### src/rtl/frame_buf.sv
// Frame buffer: writes N=2^AW samples into an external single-port RAM, then drains them (bit-reversed order when FRAME_BUF_BITREV_EN is defined, natural order otherwise).
// Latency: the first output is valid 2 cycles after the last input handshake; the drain then runs at one sample per clock.
// Backpressure: s_ready is low for the whole drain; m_ready=0 parks the RAM (mem_cs=0) so that m_data holds.
module frame_buf #(
   parameter int DW = 16,
   parameter int AW = 10
) (
   input  logic          clk,
   input  logic          rst_n,
   input  logic [DW-1:0] s_data,
   input  logic          s_valid,
   output logic          s_ready,
   output logic [DW-1:0] m_data,
   output logic          m_valid,
   input  logic          m_ready,
   output logic          m_last,
   output logic [DW-1:0] mem_data,
   output logic [AW-1:0] mem_addr,
   output logic          mem_we,
   output logic          mem_cs,
   input  logic [DW-1:0] mem_q
);

   localparam logic [0:0]    FILL     = 1'b0;
   localparam logic [0:0]    DRAIN    = 1'b1;
   localparam logic [AW-1:0] LAST_IDX = {AW{1'b1}};
   localparam logic [AW-1:0] ONE      = {{(AW-1){1'b0}}, 1'b1};

   logic [0:0]    state;
   logic [AW-1:0] wr_cnt;
   logic [AW-1:0] rd_cnt;
   logic          rd_all;
   logic          wr_fire;
   logic          rd_fire;

   function automatic logic [AW-1:0] rd_order(input logic [AW-1:0] idx);
`ifdef FRAME_BUF_BITREV_EN
      logic [AW-1:0] rev;
      rev = '0;
      for (int b = 0; b < AW; b++) rev[b] = idx[AW-1-b];
      return rev;
`else
      return idx;
`endif
   endfunction

   // Outputs are gated by rst_n so that the RAM is not strobed while reset is held.
   assign s_ready  = rst_n & (state == FILL);
   assign wr_fire  = s_ready & s_valid;
   // A read is issued when the output slot is empty or is being emptied in this cycle.
   assign rd_fire  = rst_n & (state == DRAIN) & ~rd_all & (~m_valid | m_ready);
   assign mem_cs   = wr_fire | rd_fire;
   assign mem_we   = wr_fire;
   assign mem_data = wr_fire ? s_data : '0;
   assign mem_addr = (state == FILL) ? wr_cnt : rd_order(rd_cnt);
   assign m_data   = mem_q;

   always_ff @(posedge clk or negedge rst_n) begin
      if (!rst_n) begin
         state   <= FILL;
         wr_cnt  <= '0;
         rd_cnt  <= '0;
         rd_all  <= 1'b0;
         m_valid <= 1'b0;
         m_last  <= 1'b0;
      end else begin
         case (state)
            FILL: begin
               if (wr_fire) begin
                  wr_cnt <= wr_cnt + ONE;
                  if (wr_cnt == LAST_IDX) state <= DRAIN;
               end
            end
            default: begin
               if (rd_fire) begin
                  rd_cnt  <= rd_cnt + ONE;
                  m_valid <= 1'b1;
                  m_last  <= (rd_cnt == LAST_IDX);
                  if (rd_cnt == LAST_IDX) rd_all <= 1'b1;
               end else if (m_valid && m_ready) begin
                  m_valid <= 1'b0;
                  m_last  <= 1'b0;
                  if (m_last) begin
                     state  <= FILL;
                     rd_all <= 1'b0;
                     rd_cnt <= '0;
                  end
               end
            end
         endcase
      end
   end

endmodule

### config.mk
export PLATFORM = sky130hd
export DESIGN_NAME = frame_buf
export DESIGN_NICKNAME = d
export VERILOG_FILES = /design/src/rtl/frame_buf.sv
export SDC_FILE = /design/constraint.sdc
export NUM_CORES = 1
export LEC_CHECK = 0
export CORE_MARGIN = 3
export CORE_UTILIZATION = 62
export CTS_CLUSTER_SIZE = 25
export DETAILED_ROUTE_END_ITERATION = 10
export DONT_BUFFER_PORTS = 1
export GPL_TIMING_DRIVEN = 0
export HOLD_SLACK_MARGIN = 0.12
export PLACE_DENSITY = 0.9
export SETUP_SLACK_MARGIN = 0.02
export SYNTH_ARGS = -nofsm -noshare
export SYNTH_HDL_FRONTEND = slang
export SYNTH_SLANG_ARGS = --single-unit
export TNS_END_PERCENT = 50
### constraint.sdc
create_clock -name clk -period 2 [get_ports clk]
set_input_delay 0.4 -clock clk [delete_from_list [all_inputs] [get_ports clk]]
set_output_delay 0.4 -clock clk [all_outputs]
set_load 0.05 [all_outputs]
==> results.py <==
metrics = {
    "status": {
        "outcome": "finished with violations",
        "violations": "negative setup slack",
    },
    "placement": {
        "gp_congestion": 0.835,
        "placed_cell_area_sq_mm": 0.00157,
        "port_buffers": 0,
        "hpwl_um": 2650,
        "placed_cells": 189,
    },
    "critical_path": {
        "crit_family": "simple AND/OR/NAND/NOR gates",
        "cp-end-kind": "primary output",
        "critPathArrivalTime_ps": 1710,
        "cp_data_required_time_ps": 1600,
        "path_cells": "nor2b_4 > or3_4 > buf_6 > nand2b_4",
        "r2r_start": "m_valid",
        "criticalPathCategory": "flop to primary output",
        "cpMaxStageDelayCell": "dfrtp_2",
        "start_kind": "flop",
        "max_stage_delay_ps": 570,
        "cp_max_fo": 6,
        "critPathBufInv": 1,
        "critPathLaunch": "m_valid",
    },
    "clock_network": {
        "clk_pin_slew_ps": 130,
        "cts_sinks": 24,
        "cts_tree": "built",
        "cts_made_buffers": 3,
        "clockRootBuffer": "clkbuf_4",
        "ctsHtreeMaxLevel": 1,
        "clockBufferDepth": 2,
        "clk_latency_ps": 320,
    },
    "synthesis": {
        "synthMostInstantiatedCell": "dfrtp_1",
        "synth_top_area_cell": "dfrtp_1",
        "synth.area.top_cells": "dfrtp_1 39%, buf_4 8.3%, and2_1 7.4%, mux2_2 7.4%, nand2_1 5.6%",
        "syn_area_per_cell_sq_um": 9.51,
        "synth-edff-count": 0,
        "synth.top_cell.area_share_pct": 39.2,
        "synth_warnings": 0,
        "netlist_top_cells_count": "24 x dfrtp_1, 23 x nand2_1, 18 x and2_1, 17 x buf_4, 10 x mux2_2",
        "ys_types": 40,
        "syn-num-nets": 199,
        "syn_area_sq_mm": 0.00153,
        "synthFlopType": "dfrtp_1",
        "synth_seq_area_share_pct": 39.2,
        "synth_seq_cells": 24,
        "synth_cells": 161,
        "ys_async_sr_fraction_pct": 100,
    },
    "global_routing": {
        "grt_pass1_vias": 1284,
        "grt_use_total_pct": 25.5,
        "grt_max_degree": 25,
        "gr-total-overflow": 0,
        "grt_pass1_wl_um": 6260,
        "grt_antenna_before_repair": 0,
    },
    "finish": {
        "nNetsFinal": 212,
        "fin_area_sq_mm": 0.00182,
        "final_core_util_pct": 80.0,
        "synthToLayoutAreaGrowth_pct": 19.0,
        "diodes": 0,
        "fin_cells": 201,
        "layout-drive-gt1-share_pct": 42.2,
    },
    "sta": {
        "slew_violations": 0,
        "min_period_over_period_pct": 106,
        "fin_hold_ws_ps": 264,
        "fmax_mhz": 473,
        "rsz0062_at_grt": "yes",
        "relSlewSlack_pct": 25.4,
        "fin_ws_ps": -115,
        "hold_viol": 0,
        "setup_viol": 6,
        "tightestPinTransition_ps": 1120,
        "fin_worst_skew_ps": 7.32,
        "period_minus_slack_ps": 2110,
    },
    "drt": {
        "wl_per_cell_um": 21.4,
        "wl_met2_um": 2210,
        "avgViaCountPerCell": 6.34,
        "top_layer": "met4",
        "wl_um": 4300,
        "wl_met1_um": 1570,
        "route.detailed.drc": 0,
        "drtIter0Drc": 30,
        "routed-wl-met3_um": 410,
        "drt_first_pass_iters": 4,
        "ant_nets": 0,
        "vias": 1274,
    },
    "floorplanning": {
        "die_w_um": 55.7,
        "row_count": 17,
        "initial_utilization_pct": 67.3,
        "coreArea_sq_mm": 0.00228,
        "ios": 83,
        "die_height_um": 55.7,
        "die-area_sq_mm": 0.00310,
    },
    "power_and_ir_drop": {
        "p_per_area_mw_per_mm2": 685,
        "peakVddDrop_v": 0.000617,
        "leakage_nw": 0.880,
    },
    "worst_hold_path": {
        "worstHoldStart": "m_ready",
        "hp-class": "input pin to flop",
    },
    "flow_run": {
        "cap_violations": 0,
    },
}
-- timing repair --
action,4_1_cts,5_1_grt
gates resized for setup,40,15
buffers inserted,2,5
pin swaps,1,10
hold buffers,1,0
hold endpoints to repair,24,0
gates cloned,1,1
setup endpoints to repair,29,32
-- logic make-up after synthesis --
group	after synthesis	synth area share [%]
and+or+nand+nor	71	26.1
buffers and inverters	24	10.5
DFF	24	39.2
AOI/OAI and AO/OA	18	8.01
muxes	13	9.40
xor gates and xnor gates	9	5.15
adders and majority gates	2	1.63
-- worst register-to-register path, delay by kind of cell (launching register included) --
kind / cells / cell delay, ps
buffers and inverters: 2 / 300
flip-flops: 1 / 570
multiplexers: 1 / 210
AND/OR/NAND/NOR: 3 / 810
-- registers in the layout, summed over array words and instances (netlist names) --
| signal | count |
|---|---|
| m_last | 1 |
| m_valid | 1 |
| rd_cnt | 10 |
| wr_cnt | 10 |
| rd_all | 1 |
| state | 1 |
-- per-stage QoR --
step	worst slack, ps	setup TNS [ps]	total power [mW]
3_5_place_dp	-168	-1280	0.862
5_1_grt	-169	-567	1.29
4_1_cts	-174	-174	1.23
3_3_place_gp	-148	-807	0.852
6_report	-115	-145	1.25
2_1_floorplan	-81.0	-405	0.830
-- cell type report --
cell class              instances  area [sq um]
plain buffers                  20           175
well taps                      28          35.0
multi-input cells             113           867
clock buffers                   3          22.5
flip-flops and latches         24           603
clock inverters                 1          30.0
repair buffers                 10          81.3
fillers                       145           454
inverters                       2          7.51
-- power breakdown --
part	total [mW]	switching, mW	internal (mW)
clock	0.356	0.153	0.203
combinational	0.303	0.206	0.0971
sequential	0.589	0.0603	0.528
total	1.25	0.420	0.828
-- final timing paths --
check | endpoint | slack, ps | cells past startpoint
max | mem_cs | -110 | 4
min | m_valid | 260 | 3
max reg2reg | rd_cnt[9] | 40 | 6
min reg2reg | rd_cnt[8] | 530 | 1
max in group asynchronous | m_valid | 530 | 1
min in group asynchronous | wr_cnt[7] | 730 | 1
-- layer usage --
metal | vias to the layer above | track usage (%)
met5 | - | 0
met2 | 86 | 44.6
met4 | 0 | 9.03
met1 | 611 | 30.9
met3 | 10 | 4.87
li1 | 567 | -
-- placed cells by master, fill, tap and decap left out, drive strengths merged --
master        n
buf          27
dfrtp        24
nand2        23
and2         18
mux2         11
a31oi         5
xnor2         5
clkbuf        5
nand3         4
xor2          4
nor2          4
o21ai         4
and3          3
nand4         3
nor2b         3
nor3b         2
and4          2
mux2i         2
ha            2
inv           2
nand2b        2
or3           2
nor3          2
and3b         1
o22ai         1
a211oi        1
nor4          1
o311ai        1
o41ai         1
a41oi         1
o22a          1
a21o          1
a21oi         1
a21bo         1
nor4b         1
bufinv        1
dlygate4sd3   1
No activity file was read; power rests on OpenSTA's default activity.
